===== src/rtl/stall_ctrl_pkg.sv =====
// rtl/stall_ctrl_pkg.sv - shared opcodes, Tuse/Tnew encodings and stall helpers
// Imported by instr_class and stall_ctrl.
package stall_ctrl_pkg;

  localparam logic [31:0] NOP = 32'h0000_0000;

  localparam int MULT_CYC_DEFAULT = 5;
  localparam int DIV_CYC_DEFAULT  = 10;

  localparam logic [5:0] OP_SPECIAL = 6'h00;
  localparam logic [5:0] OP_J       = 6'h02;
  localparam logic [5:0] OP_JAL     = 6'h03;
  localparam logic [5:0] OP_BEQ     = 6'h04;
  localparam logic [5:0] OP_ORI     = 6'h0d;
  localparam logic [5:0] OP_LUI     = 6'h0f;
  localparam logic [5:0] OP_LW      = 6'h23;
  localparam logic [5:0] OP_SW      = 6'h2b;

  localparam logic [5:0] FN_JR    = 6'h08;
  localparam logic [5:0] FN_MFHI  = 6'h10;
  localparam logic [5:0] FN_MTHI  = 6'h11;
  localparam logic [5:0] FN_MFLO  = 6'h12;
  localparam logic [5:0] FN_MTLO  = 6'h13;
  localparam logic [5:0] FN_MULT  = 6'h18;
  localparam logic [5:0] FN_MULTU = 6'h19;
  localparam logic [5:0] FN_DIV   = 6'h1a;
  localparam logic [5:0] FN_DIVU  = 6'h1b;
  localparam logic [5:0] FN_ADDU  = 6'h21;
  localparam logic [5:0] FN_SUBU  = 6'h23;

  // TUSE_NONE is larger than any Tnew, so an unused source can never stall.
  localparam logic [1:0] TUSE_0    = 2'd0;
  localparam logic [1:0] TUSE_1    = 2'd1;
  localparam logic [1:0] TUSE_2    = 2'd2;
  localparam logic [1:0] TUSE_NONE = 2'd3;

  localparam logic [1:0] TNEW_0 = 2'd0;
  localparam logic [1:0] TNEW_1 = 2'd1;
  localparam logic [1:0] TNEW_2 = 2'd2;

  typedef enum logic [1:0] {
    STAGE_D = 2'd0,
    STAGE_E = 2'd1,
    STAGE_M = 2'd2
  } stage_e;

  function automatic logic raw_hazard(input logic [4:0] src, input logic [1:0] tuse,
                                      input logic [4:0] dst, input logic [1:0] tnew);
    return (src != 5'd0) && (src == dst) && (tuse < tnew);
  endfunction

endpackage


===== src/rtl/stall_ctrl_instr_class.sv =====
// rtl/stall_ctrl_instr_class.sv - combinational classification of one instruction
// Unlisted encodings decode as nop: no sources, no destination.
module instr_class
  import stall_ctrl_pkg::*;
(
  input  logic [31:0] ir,
  input  stage_e      stage,
  output logic [4:0]  rs,
  output logic [4:0]  rt,
  output logic [4:0]  dst,
  output logic [1:0]  tuse_rs,
  output logic [1:0]  tuse_rt,
  output logic [1:0]  tnew,
  output logic        is_md_start,
  output logic        is_md_use
);

  logic [5:0] op;
  logic [5:0] funct;
  logic [4:0] rd;
  logic [1:0] tnew_e;
  logic       is_load;
  logic       unused_shamt;

  assign op           = ir[31:26];
  assign funct        = ir[5:0];
  assign rs           = ir[25:21];
  assign rt           = ir[20:16];
  assign rd           = ir[15:11];
  assign unused_shamt = ^ir[10:6];

  always_comb begin
    dst         = 5'd0;
    tuse_rs     = TUSE_NONE;
    tuse_rt     = TUSE_NONE;
    tnew_e      = TNEW_0;
    is_load     = 1'b0;
    is_md_start = 1'b0;
    is_md_use   = 1'b0;
    case (op)
      OP_SPECIAL: begin
        case (funct)
          FN_ADDU, FN_SUBU: begin
            dst     = rd;
            tuse_rs = TUSE_1;
            tuse_rt = TUSE_1;
            tnew_e  = TNEW_1;
          end
          FN_JR: tuse_rs = TUSE_0;
          FN_MULT, FN_MULTU, FN_DIV, FN_DIVU: begin
            tuse_rs     = TUSE_1;
            tuse_rt     = TUSE_1;
            is_md_start = 1'b1;
            is_md_use   = 1'b1;
          end
          FN_MFHI, FN_MFLO: begin
            dst       = rd;
            tnew_e    = TNEW_1;
            is_md_use = 1'b1;
          end
          FN_MTHI, FN_MTLO: begin
            tuse_rs   = TUSE_1;
            is_md_use = 1'b1;
          end
          default: ;
        endcase
      end
      OP_ORI: begin
        dst     = rt;
        tuse_rs = TUSE_1;
        tnew_e  = TNEW_1;
      end
      OP_LUI: begin
        dst    = rt;
        tnew_e = TNEW_1;
      end
      OP_LW: begin
        dst     = rt;
        tuse_rs = TUSE_1;
        tnew_e  = TNEW_2;
        is_load = 1'b1;
      end
      OP_SW: begin
        tuse_rs = TUSE_1;
        tuse_rt = TUSE_2;
      end
      OP_BEQ: begin
        tuse_rs = TUSE_0;
        tuse_rt = TUSE_0;
      end
      OP_JAL: dst = 5'd31;
      default: ;
    endcase
  end

  // Only a load is still in flight once it reaches M.
  always_comb begin
    case (stage)
      STAGE_M: tnew = is_load ? TNEW_1 : TNEW_0;
      default: tnew = tnew_e;
    endcase
  end

endmodule


===== src/rtl/stall_ctrl.sv =====
// rtl/stall_ctrl.sv - pipeline hazard/stall controller with mult/div busy tracking
// Define STALL_CNT_EN to add the Stall_Cnt performance counter output.
module stall_ctrl
  import stall_ctrl_pkg::*;
#(
  parameter int MULT_CYC = MULT_CYC_DEFAULT,
  parameter int DIV_CYC  = DIV_CYC_DEFAULT
) (
  input  logic        clk,
  input  logic        reset,
  input  logic [31:0] D_IR,
  input  logic [31:0] E_IR,
  input  logic [31:0] M_IR,
  output logic        PC_En,
  output logic        D_En,
  output logic        E_Clr,
  output logic        MD_Busy
`ifdef STALL_CNT_EN
  ,
  output logic [31:0] Stall_Cnt
`endif
);

  localparam logic [3:0] MULT_LOAD = 4'(MULT_CYC);
  localparam logic [3:0] DIV_LOAD  = 4'(DIV_CYC);

  logic [4:0] d_rs, d_rt, e_dst, m_dst;
  logic [1:0] d_tuse_rs, d_tuse_rt, e_tnew, m_tnew;
  logic       d_md_use, e_md_start;

  logic [4:0] d_dst_unused, e_rs_unused, e_rt_unused, m_rs_unused, m_rt_unused;
  logic [1:0] d_tnew_unused, e_tuse_rs_unused, e_tuse_rt_unused;
  logic [1:0] m_tuse_rs_unused, m_tuse_rt_unused;
  logic       d_md_start_unused, e_md_use_unused, m_md_start_unused, m_md_use_unused;

  instr_class u_d (
    .ir(D_IR), .stage(STAGE_D),
    .rs(d_rs), .rt(d_rt), .dst(d_dst_unused),
    .tuse_rs(d_tuse_rs), .tuse_rt(d_tuse_rt), .tnew(d_tnew_unused),
    .is_md_start(d_md_start_unused), .is_md_use(d_md_use)
  );

  instr_class u_e (
    .ir(E_IR), .stage(STAGE_E),
    .rs(e_rs_unused), .rt(e_rt_unused), .dst(e_dst),
    .tuse_rs(e_tuse_rs_unused), .tuse_rt(e_tuse_rt_unused), .tnew(e_tnew),
    .is_md_start(e_md_start), .is_md_use(e_md_use_unused)
  );

  instr_class u_m (
    .ir(M_IR), .stage(STAGE_M),
    .rs(m_rs_unused), .rt(m_rt_unused), .dst(m_dst),
    .tuse_rs(m_tuse_rs_unused), .tuse_rt(m_tuse_rt_unused), .tnew(m_tnew),
    .is_md_start(m_md_start_unused), .is_md_use(m_md_use_unused)
  );

  logic [3:0] cnt;
  logic [3:0] cnt_eff;
  logic       data_stall;
  logic       md_stall;
  logic       stall;

  // Outputs see an idle unit while reset is held, even mid-busy.
  assign cnt_eff = reset ? 4'd0 : cnt;
  assign MD_Busy = e_md_start | (cnt_eff != 4'd0);

  assign data_stall = raw_hazard(d_rs, d_tuse_rs, e_dst, e_tnew)
                    | raw_hazard(d_rs, d_tuse_rs, m_dst, m_tnew)
                    | raw_hazard(d_rt, d_tuse_rt, e_dst, e_tnew)
                    | raw_hazard(d_rt, d_tuse_rt, m_dst, m_tnew);
  assign md_stall   = d_md_use & MD_Busy;
  assign stall      = data_stall | md_stall;

  assign PC_En = ~stall;
  assign D_En  = ~stall;
  assign E_Clr = stall;

  // funct bit 1 separates div/divu from mult/multu.
  always_ff @(posedge clk) begin
    if (reset) begin
      cnt <= 4'd0;
    end else if (e_md_start) begin
      cnt <= E_IR[1] ? DIV_LOAD : MULT_LOAD;
    end else if (cnt != 4'd0) begin
      cnt <= cnt - 4'd1;
    end
  end

`ifdef STALL_CNT_EN
  logic [31:0] stall_cnt_q;

  always_ff @(posedge clk) begin
    if (reset) begin
      stall_cnt_q <= 32'd0;
    end else if (stall) begin
      stall_cnt_q <= stall_cnt_q + 32'd1;
    end
  end

  assign Stall_Cnt = stall_cnt_q;
`endif

endmodule

===== config.mk =====
export PLATFORM = sky130hd
export DESIGN_NAME = stall_ctrl
export DESIGN_NICKNAME = d
export VERILOG_FILES = /design/src/rtl/stall_ctrl_pkg.sv /design/src/rtl/stall_ctrl_instr_class.sv /design/src/rtl/stall_ctrl.sv
export SDC_FILE = /design/constraint.sdc
export NUM_CORES = 1
export LEC_CHECK = 0
export CORE_AREA = 2 2 82 53
export CTS_CLUSTER_SIZE = 28
export DETAILED_ROUTE_END_ITERATION = 8
export DIE_AREA = 0 0 84 55
export GPL_TIMING_DRIVEN = 0
export PLACE_DENSITY = 0.9
export SYNTH_ARGS = -nofsm -noshare
export SYNTH_HDL_FRONTEND = slang
export SYNTH_SLANG_ARGS = --single-unit

===== constraint.sdc =====
create_clock -name clk -period 5.8 [get_ports clk]
set_clock_uncertainty 0.05 [all_clocks]
set_input_delay 1.45 -clock clk [delete_from_list [all_inputs] [get_ports clk]]
set_output_delay 1.45 -clock clk [all_outputs]
set_load 0.005 [all_outputs]

==> summary.log <==
INFO  floorplanning  core_region_area=3900um^2
INFO  grt            largest_net_degree_at_the_start_of_global_routing=10
INFO  grt            grt_first_pass_wirelength=7.33mm
INFO  status         run_status=finished, final reports clean
INFO  place          rd_place_congestion=0.851
INFO  setup_path     cell_with_the_largest_stage_delay_on_the_worst_path=or4_4
INFO  logic_synthesis synth_edf_count=0
INFO  cts            worst_skew_pair.late_latency=210ps
INFO  logic_synthesis asr_flop_ratio_synth=0
INFO  setup_path     path_common_cell=buf_4
INFO  setup_path     crit_buf_inv=4
INFO  logic_synthesis synthCells=169
INFO  setup_path     timing.critical_path.arrival=4240ps
INFO  place          dp.final_hpwl=3.74mm
INFO  logic_synthesis synth_seq_area_share=0.0656
INFO  place          portBuffers=70
INFO  sta            min_period_over_period=0.989
INFO  worst_hold_path worstHoldPathType=reg -> reg
INFO  sta            rsz0062_at_grt=no
INFO  cts            numClockSinks=4
INFO  finish         final_core_utilization=0.576
INFO  power_and_ir_drop pd_cells=135nW/um^2
INFO  route          drt_iter0_drc=95
INFO  floorplanning  die-width=84um
INFO  setup_path     crit_family=simple AND/OR/NAND/NOR gates
INFO  floorplanning  chipHeight=55um
INFO  setup_path     worstSetupStartpointType=input port
INFO  sta            maxSlewViolCount=0
INFO  finish         fraction_of_final_layout_cells_with_drive_strength_greater_than_1=0.140
INFO  setup_path     critical_path_peak_fanout=3
INFO  cts            clock_tree_from_tritoncts=built
INFO  finish         largest_register_ff_count=4
INFO  logic_synthesis synth.net_count=271
INFO  logic_synthesis ys_types=51
INFO  logic_synthesis synth_top_area_share=0.0656
INFO  logic_synthesis synth_warnings=0
INFO  setup_path     critical_path.cell_chain=clkdlybuf4s50_1 > or4_4 > buf_4 > a211oi_4 > a221o_1 > xor2_1 > or4_1 > a22oi_2 > nor3_2 > buf_4 > clkdlybuf4s15_1
INFO  logic_synthesis synth_area=1220um^2
INFO  job            number_of_maximum_capacitance_constraint_violations=0
INFO  finish         area_growth=84.0%
INFO  sta            timing.fmax=174MHz
INFO  power_and_ir_drop total_power=0.302mW
INFO  sta            finalSetupViolCount=0
INFO  route          detailroute.via_count=1759
INFO  cts            clk_root_buffer_cell=clkbuf_8
INFO  cts            post_cts_hold_buffer_count=0
INFO  grt            grt_pass1_vias=1585
INFO  logic_synthesis yosys_most_used_dff=dfxtp_1
INFO  logic_synthesis netlist_top_cells_count=inv_1 (12), nor2_1 (12), xnor2_1 (9), a21oi_1 (8)
INFO  logic_synthesis synth_area_leaders=dfxtp_1 (6.6%), xnor2_1 (6.5%), xor2_1 (5.0%), o211ai_1 (4.3%), ha_1 (4.1%)
INFO  route          drc=0
INFO  finish         reg_top3=cnt: 4 flops
INFO  logic_synthesis top_cell_type_by_total_area_after_synthesis=dfxtp_1
INFO  cts            clk_path_buf_depth=2
INFO  cts            clk_pin_slew_worst_paths=30ps
INFO  setup_path     critical_path_class=in -> out
INFO  route          first_pass_iters=5
INFO  setup_path     worst_setup_path_end_kind=primary output
INFO  grt            antenna_found_initial=0
INFO  route          drt-wirelength-per-cell=15.9um
INFO  grt            groute.usage.overall=0.198
INFO  route          viasPerCell=5.73
INFO  floorplanning  placementRows=18
INFO  floorplanning  start_util=0.313
INFO  cts            cts_buf_count=3
INFO  finish         fillCellCount=348
INFO  power_and_ir_drop leakagePower=0.863nW
INFO  floorplanning  floorplan.io_pins=102
INFO  logic_synthesis ys_ff_latch=4
INFO  sta            final_hold_viol_count=0
INFO  setup_path     timing.critical_path.slowest_cell_delay=550ps
INFO  setup_path     required=4300ps
INFO  finish         antenna_cells_inserted=0
INFO  logic_synthesis postSynthAreaPerCell=7.22um^2
INFO  finish         top_register=cnt
INFO  route          ant_nets_after_route=0
INFO  cts            cts-htree-levels=1
INFO  sta            time_the_final_worst_path_needs_with_i_o_delays_and_setup=5740ps
INFO  grt            globalRouteOverflowTotal=0
INFO  route          route.final.wire_length=4.90mm
INFO  finish         final_nets=361
INFO  place          dpl_worst_slack=-362ps
INFO  sta            timing.slew.headroom=0.604
INFO  sta            worstMarginPinSlew=591ps
INFO  floorplanning  floorplan.die_area=4620um^2
INFO  power_and_ir_drop peak_supply_drop=0.000193V
INFO  sta            worst_slack=64.1ps
-- stage by stage --
stage / TNS (ps) / hold slack (ps) / instances / instance area, um^2
3_3_place_gp: -882 / 568 / 289 / 1980
4_1_cts: 0 / 603 / 299 / 2150
5_1_grt: 0 / 642 / 307 / 2240
2_1_floorplan: 0 / 529 / 169 / 1220
3_5_place_dp: -945 / 593 / 289 / 1980
6_report: 0 / 598 / 307 / 2240
-- per-layer routing --
metal  GRT usage  part of all wire
met5           0                 0
met4      0.0484             0.015
met3      0.0223             0.068
met2       0.361              0.46
met1       0.258              0.45
-- power by group --
group          internal [mW]  switching, mW  total, mW
clock network         0.0441         0.0124     0.0564
logic                  0.106         0.0856      0.191
registers             0.0414         0.0131     0.0545
-- tightest hold or removal path: stages, from the launching register on --
cell,delay (ps)
dfxtp_1,320
o211ai_1,200
a21oi_1,70
-- timing repair --
| action | 4_1_cts | 5_1_grt |
|---|---|---|
| setup endpoints to repair | 3 | 3 |
| pin swaps | 13 | 15 |
| buffers inserted | 7 | 8 |
| resized for setup | 19 | 11 |
-- cell families (layout without fill, tap and decap cells) --
group	after synthesis	in the layout	share of synthesized area
flip-flops	4	4	0.0656
XOR/XNOR	16	16	0.115
adder cells (fa/ha/maj)	4	4	0.0410
AND/OR/NAND/NOR	76	76	0.392
buffers and inverters	16	104	0.0523
AO/OA/AOI/OAI	53	53	0.334
-- final cells by class --
type                            instances  area, um^2  area share
Multi-Input combinational cell        149        1170       0.523
Sequential cell                         4        80.1      0.0357
Inverter                               12        45.0      0.0201
Clock buffer                            3        41.3      0.0184
Tap cell                               50        62.6      0.0279
Timing Repair Buffer                   85         822       0.366
Buffer                                  4        20.0     0.00892
-- worst paths after layout --
kind              startpoint     end  slack [ps]  cells past startpoint
hold / removal        cnt[1]  cnt[1]         600                      2
setup reg to reg      cnt[0]  cnt[0]        4490                      6
hold reg to reg       cnt[1]  cnt[1]         600                      2
setup / recovery     M_IR[3]   PC_En          60                     11
-- cell usage in the layout (no fill, tap or decap), drive strengths merged, types with 5 or more instances in the layout --
master         count
a21oi              8
a31oi              5
buf               16
clkbuf             6
clkdlybuf4s50     58
dlygate4sd2        6
dlymetal6s2s       5
inv               12
nand2              6
nand3              7
nand4              5
nor2              12
nor2b              5
nor4               9
o211ai             7
o21ai              5
or4                5
xnor2              9
xor2               7
Note: power is estimated with default switching activity, not from simulation.
